$ cat src/rtl/ram_arbiter.sv
// Two-port (instruction fetch / load-store) front end for a single-port
// block RAM. Arbitrates round-robin under contention, registers read data
// back to the winning port, and turns byte-lane writes the RAM cannot do
// natively into a read-modify-write pair of cycles.
//
// Handshake: a requester raises req with stable addr/we/be/wdata and holds
// them until it sees gnt in the same cycle; exactly one rvalid pulse follows
// each grant on that port (1 cycle later, 2 for read-modify-write) and
// results are never queued, so there is no back-pressure.
module ram_arbiter #(
    parameter int RAM_WORDS = 1024
) (
    input  logic        clk,
    input  logic        rst_i,
    input  logic        i_req_i,
    input  logic [31:0] i_addr_i,
    output logic        i_gnt_o,
    output logic        i_rvalid_o,
    output logic [31:0] i_rdata_o,
    output logic        i_err_o,
    input  logic        d_req_i,
    input  logic        d_we_i,
    input  logic [3:0]  d_be_i,
    input  logic [31:0] d_addr_i,
    input  logic [31:0] d_wdata_i,
    output logic        d_gnt_o,
    output logic        d_rvalid_o,
    output logic [31:0] d_rdata_o,
    output logic        d_err_o,
    output logic        ram_en_o,
    output logic [3:0]  ram_we_o,
    output logic [31:0] ram_addr_o,
    output logic [31:0] ram_din_o,
    input  logic [31:0] ram_dout_i,
    output logic        dbg_state_o
);

    typedef enum logic {
        ST_IDLE = 1'b0,
        ST_RMW  = 1'b1
    } state_t;

    state_t      state_q, state_d;
    logic        rr_q;          // 0: instruction port wins the next tie
    logic        i_sel, d_sel;
    logic        i_oor, d_oor;
    logic        d_native, d_rmw;
    logic [31:0] merge_w;
    logic [31:0] merged_q, merged_d;
    logic [29:0] rmw_word_q;
    logic        unused_addr_lsbs;

    // Byte offsets are ignored: the RAM is word addressed.
    assign unused_addr_lsbs = ^{i_addr_i[1:0], d_addr_i[1:0]};

    assign i_oor    = {2'b00, i_addr_i[31:2]} >= 32'(RAM_WORDS);
    assign d_oor    = {2'b00, d_addr_i[31:2]} >= 32'(RAM_WORDS);
    assign d_native = (d_be_i == 4'b1111) || (d_be_i == 4'b0011) || (d_be_i == 4'b0001);
    assign d_rmw    = d_we_i && !d_oor && (d_be_i != 4'b0000) && !d_native;

    assign i_gnt_o     = i_sel;
    assign d_gnt_o     = d_sel;
    assign dbg_state_o = (state_q == ST_RMW);

    // Lane merge of new write data over the word currently read from the RAM.
    always_comb begin
        merge_w = ram_dout_i;
        for (int b = 0; b < 4; b++) begin
            if (d_be_i[b]) merge_w[8*b +: 8] = d_wdata_i[8*b +: 8];
        end
    end

    // Arbitration, RAM port drive and next-state selection.
    always_comb begin
        state_d    = state_q;
        merged_d   = merged_q;
        i_sel      = 1'b0;
        d_sel      = 1'b0;
        ram_en_o   = 1'b0;
        ram_we_o   = 4'b0000;
        ram_addr_o = 32'h0;
        ram_din_o  = 32'h0;
        case (state_q)
            ST_IDLE: begin
                if (i_req_i && d_req_i) begin
                    i_sel = !rr_q;
                    d_sel = rr_q;
                end else begin
                    i_sel = i_req_i;
                    d_sel = d_req_i;
                end
                if (i_sel && !i_oor) begin
                    ram_en_o   = 1'b1;
                    ram_addr_o = {i_addr_i[31:2], 2'b00};
                end
                if (d_sel && !d_oor) begin
                    ram_addr_o = {d_addr_i[31:2], 2'b00};
                    if (!d_we_i) begin
                        ram_en_o = 1'b1;
                    end else if (d_native) begin
                        ram_en_o  = 1'b1;
                        ram_we_o  = d_be_i;
                        ram_din_o = d_wdata_i;
                    end else if (d_rmw) begin
                        // Read phase: capture the merged word, write it next cycle.
                        ram_en_o = 1'b1;
                        merged_d = merge_w;
                        state_d  = ST_RMW;
                    end
                end
            end
            ST_RMW: begin
                ram_en_o   = 1'b1;
                ram_we_o   = 4'b1111;
                ram_addr_o = {rmw_word_q, 2'b00};
                ram_din_o  = merged_q;
                state_d    = ST_IDLE;
            end
            default: state_d = ST_IDLE;
        endcase
    end

    // State, round-robin pointer and read-modify-write context.
    always_ff @(posedge clk or posedge rst_i) begin
        if (rst_i) begin
            state_q    <= ST_IDLE;
            rr_q       <= 1'b0;
            merged_q   <= 32'h0;
            rmw_word_q <= 30'h0;
        end else begin
            state_q  <= state_d;
            merged_q <= merged_d;
            if (d_sel && d_rmw) rmw_word_q <= d_addr_i[31:2];
            if ((state_q == ST_IDLE) && i_req_i && d_req_i) rr_q <= !rr_q;
        end
    end

    // Registered responses; a write (direct, no-op or merged) acks with zero data.
    always_ff @(posedge clk or posedge rst_i) begin
        if (rst_i) begin
            i_rvalid_o <= 1'b0;
            i_rdata_o  <= 32'h0;
            i_err_o    <= 1'b0;
            d_rvalid_o <= 1'b0;
            d_rdata_o  <= 32'h0;
            d_err_o    <= 1'b0;
        end else begin
            i_rvalid_o <= i_sel;
            i_err_o    <= i_sel && i_oor;
            i_rdata_o  <= (i_sel && !i_oor) ? ram_dout_i : 32'h0;
            d_rvalid_o <= (d_sel && !d_rmw) || (state_q == ST_RMW);
            d_err_o    <= d_sel && d_oor;
            d_rdata_o  <= (d_sel && !d_oor && !d_we_i) ? ram_dout_i : 32'h0;
        end
    end

endmodule
$ cat config.mk
export PLATFORM = sky130hd
export DESIGN_NAME = ram_arbiter
export DESIGN_NICKNAME = d
export VERILOG_FILES = /design/src/rtl/ram_arbiter.sv
export SDC_FILE = /design/constraint.sdc
export NUM_CORES = 1
export LEC_CHECK = 0
export BUFFER_PORTS_ARGS = -buffer_cell sky130_fd_sc_hd__buf_2
export CELL_PAD_IN_SITES_DETAIL_PLACEMENT = 0
export CELL_PAD_IN_SITES_GLOBAL_PLACEMENT = 2
export CORE_MARGIN = 4
export CORE_UTILIZATION = 31
export CTS_CLUSTER_SIZE = 12
export DETAILED_ROUTE_END_ITERATION = 8
export PLACE_DENSITY = 0.95
export SETUP_SLACK_MARGIN = 0.4
export SYNTH_ARGS = -nofsm -noshare
export SYNTH_HDL_FRONTEND = slang
export SYNTH_SLANG_ARGS = --single-unit
export TNS_END_PERCENT = 50
$ cat constraint.sdc
create_clock -name clk -period 8.8 [get_ports clk]
set_clock_uncertainty 0.05 [all_clocks]
set_input_delay 0 -clock clk [delete_from_list [all_inputs] [get_ports clk]]
set_output_delay 0 -clock clk [all_outputs]
set_load 0.01 [all_outputs]
# Yosys cells after proc, flatten, opt, wreduce, memory -nomap -nowiden
# Cells that the tools add are included.
classes:
  muxes: 34
  magnitude_cmp: 2
  n_eq_ne: 3
  reduce_logical: 26
  bitwise_logic: 2
op_table:
  columns: ["operator", "count"]
  rows:
  - ["32-bit 2-to-1 mux", 7]
  - ["32-bit case mux with 2 select lines", 2]
  - ["30-bit by 11-bit >= comparator with 1-bit output (second input constant)", 2]
  - ["8-bit 2-to-1 mux", 4]
  - ["1-bit logical AND", 15]
  - ["1-bit 2-to-1 mux", 15]
  - ["4-bit 2-to-1 mux", 3]
  - ["4-bit case mux with 2 select lines", 1]
  - ["1-bit zero test", 6]
  - ["5-bit AND reduction", 1]
  - ["4-bit by 1-bit equality test with 1-bit output (second input constant)", 1]
  - ["4-bit by 2-bit equality test with 1-bit output (second input constant)", 1]
  - ["4-bit equality test (second input constant)", 1]
  - ["1-bit case mux with 2 select lines", 2]
  - ["4-bit nonzero test", 1]
  - ["1-bit logical OR", 3]
  - ["1-bit inverter", 2]
totals:
  out_inout_bits: 140
  ff_bits: 132
  elab_cells: 77
  inputBits: 137

# Longest topological paths before layout
logic_depth:
  word_depth: 10
  ltp_mapped: 6
  ltp_nobuf: 4

# Least setup slack after synthesis
# Ideal clock, no wire load.
synth_timing:
  path_kind: "register -> register"
  startpoint: "register state_q (netlist: dbg_state_o)"
  endpoint: "register merged_q[0]"
  arrival_ns: 1.685
  t_required_ns: 8.625
  setup_ns: 0.125
  stages_incl_launch_ff: 5
  setup_slack_ns: 6.940
  synth_period_minus_slack_ns: 1.860
  n_path_buf: 1
  cell_sequence: "dfrtp_1 nand3b_1 nor4_4 buf_6 mux2_4"
synth_via:
  elab_chain_len: 2
synth_rtl:
  columns: ["element", "line_no", "text"]
  rows:
  - ["start: declaration", "43", "state_t state_q, state_d;"]
  - ["start signal: assignment", "131", "state_q <= state_d;"]
  - ["1-bit inverter", null, null]
  - ["5-bit AND reduction (no line)", null, null]
  - ["end signal: assignment", "132", "merged_q <= merged_d;"]
  - ["end: declaration", "49", "logic [31:0] merged_q, merged_d;"]
# Every way passes these cells.
# A chain may end at the register's enable or synchronous reset.

# Worst setup path after layout
layout_timing:
  startpoint: "input d_addr_i[27]"
  endpoint: "output ram_din_o[18]"
layout_via:
  elab_chain_len: 5
layout_rtl:
  columns: ["element", "line_no", "text"]
  rows:
  - ["start: declaration", "24", "input logic [31:0] d_addr_i,"]
  - ["30-bit by 11-bit >= comparator with 1-bit output", "57", "assign d_oor = {2'b00, d_addr_i[31:2]} >= 32'(RAM_WORDS);"]
  - ["1-bit zero test", "96", "if (d_sel && !d_oor) begin"]
  - ["1-bit logical AND", "96", null]
  - ["32-bit 2-to-1 mux", "96", null]
  - ["32-bit case mux with 2 select lines", "83", "case (state_q)"]
  - ["end: declaration", "33", "output logic [31:0] ram_din_o,"]
# Every way passes these cells.

==> impl_results.md <==
* Post_cts resized at 0
* Fin area at 9270 µm²
* Status: finished clean
* Syn Std Cell Area at 6120 µm²
* Fin crit share at 34.5%
* P_leak at 5.03 nW
* CTS H-tree lvls at 4
* Placed Instance Area at 7710 µm²
* Biggest area consumer among synthesized cells: dfrtp_1
* Startpoint types: input port
* # setup viols final at 0
* Synth top area cells: dfrtp_1 54%, and2_1 9.8%, mux2_4 9.8%
* TritonCTS buffer count at 17
* Placed cells at 1023
* FF+latch count, synth at 132
* Post-synth ARST share at 100%
* Pwr/cell area at 163 nW/µm²
* First-pass GRT wire length at 29.2 mm
* Crit Path Category: input port to primary output
* # nets final at 1006
* Clk buf depth at 2
* Total core area at 19500 µm²
* IO Count at 277
* Ys flop type: dfrtp_1
* Initial Util at 31.5%
* 1st-iter DRT viols at 138
* Via density at 4.44
* Layout area overhead at 51.4%
* Max_slew headroom at 40.1%
* Slew Limit Fails at 0
* Mapped Cells at 513
* Syn_area_per_cell at 11.9 µm²
* Setup Slack @ Placement at 6010 ps
* Cell variety after synth at 37
* Routed WL at 18.7 mm
* Crit path time final at 3040 ps
* RSZ-0062 raised after global routing: no
* Latest clock arrival within the worst-skew pair at 410 ps
* Multi-input logic area at 2530 µm²
* Setup crit end kind: primary output
* Max Freq at 0.329 GHz
* Maxcap violations at 0
* Residual DRC at 0
* 1st-pass router iterations at 4
* Peak supply drop at 0.000122 V
* Worst Max-Slew Pin Slew at 895 ps
* Number of synthesized flops with an enable pin at 0
* Worst EP arrival at 2990 ps
* Vias post-DR at 5097
* Final WS setup at 5760 ps
* Crit Path Max Fanout at 19
* Fill cell instance count of the final layout at 1785
* Power, Total at 0.00151 W
* Clock slew at reported path FFs at 60 ps
* Clk sink count at 132
* Root buf cell: clkbuf_16
* Post-detail-place hpwl at 12.5 mm
* Non-Filler Instances at 1147
* Final hold viol count at 0
* CTS tree: yes
* Post-route ant nets at 0
* Die Y at 149 µm
* Post-synth top area share at 53.9%
* YS warnings at 0
* Number of diodes at 0
* Placement Rows at 51
* Synth top cells by count: 132 x dfrtp_1, 96 x and2_1, 40 x mux2_4, 37 x nand2_1, 35 x inv_1
* Die Footprint at 22100 µm²
* Initial antenna violation count at 1
* Setup TNS at 0 ps
* Total GRT Usage at 16.9%
* I/O Buffers at 270
* Sequential area share after synthesis at 53.9%
* Largest net degree at the start of global routing at 76
* Register area at 3300 µm²
* Required @ worst endpoint at 8750 ps
* Most frequent cell after synthesis: dfrtp_1
* Die Wd at 149 µm
* Gr ovfl total at 0
* Worst hold path type: input port to flop
* DR WL/cell at 16.3 µm
* Share of post-route cells with drive strength above 1 at 44.9%
* Vias in the first global route at 5446
* Routability cong. at 0.755
cells in the final DEF, fill, tap and decap left out, drive strengths merged, types with 10 or more instances in the layout:
cell type / count
dlygate4sd3: 92
o31ai: 33
buf: 277
clkbuf: 18
and2: 96
dfrtp: 132
inv: 40
nor2b: 22
mux2: 74
a221o: 11
nand2: 37
nor4: 10
what timing repair did:
item                                    in CTS  in global routing
endpoints found under the setup margin       0                  0
endpoints found under the hold margin      186                  0
buffers inserted                             0                  0
hold buffers                                92                  0
worst paths after layout:
| kind | startpoint | to | slack (ps) | cells past startpoint |
|---|---|---|---|---|
| max | d_addr_i[27] | ram_din_o[18] | 5760 | 8 |
| min | d_addr_i[17] | d_err_o | 60 | 4 |
| max reg2reg | dbg_state_o | d_rdata_o[20] | 6300 | 4 |
| min reg2reg | rmw_word_q[12] | rmw_word_q[12] | 440 | 1 |
| max in group asynchronous | rst_i | rmw_word_q[25] | 7220 | 4 |
| min in group asynchronous | rst_i | i_rdata_o[16] | 230 | 3 |
power breakdown:
part           switching, W  internal, W  total, W
clock              0.000282     0.000486  0.000769
combinational     0.0000592    0.0000695  0.000129
sequential       0.00000291     0.000613  0.000616
worst max-delay path, cell delays in order:
cell	delay (ps)
dlygate4sd3_1	530
buf_2	120
nor4_1	220
and4_1	350
nand4_1	730
buf_4	530
o31ai_1	310
buf_2	200
cell families (layout without fill, tap and decap cells):
family                    count (synthesis)  after routing  share of synthesized area [%]
DFF                                     132            132                           53.9
buffers and inverters                    69            437                           4.94
other                                     1              2                         0.0612
and+or+nand+nor                         186            186                           18.3
xor gates and xnor gates                  1              1                          0.143
muxes                                    74             74                           16.1
AOI/OAI and AO/OA                        50             50                           6.56
registers in the layout, indices dropped and copies added, names as in the netlist:
| register | cells |
|---|---|
| d_rdata_o | 32 |
| i_rdata_o | 32 |
| merged_q | 32 |
| rmw_word_q | 30 |
| d_err_o | 1 |
| d_rvalid_o | 1 |
| dbg_state_o | 1 |
| i_err_o | 1 |
| i_rvalid_o | 1 |
| rr_q | 1 |
layout make-up:
cell class | instances | area share [%]
clock inverter | 14 | 2.16
timing repair buffer | 369 | 25.1
inverter | 36 | 1.51
clock buffer | 18 | 4.74
tap | 265 | 3.58
multi-input combinational | 313 | 27.3
sequential | 132 | 35.6
through the flow:
stage	utilization [%]	hold slack (ps)
global placement	39.6	123
finish	47.6	62.3
floorplan	-	78.6
global route	47.6	73.6
detailed placement	39.6	132
CTS	47.6	28.6
metal layers:
metal	share of wire [%]	global-route usage, %	routed length [µm]	vias to the layer above
met4	2.4	6.47	451	2
met5	0.069	0	13	-
met2	49	29.1	9240	199
met1	41	20.3	7750	2429
li1	-	-	-	2434
met3	6.8	4.60	1270	33
(Power assumes the default switching activity.)
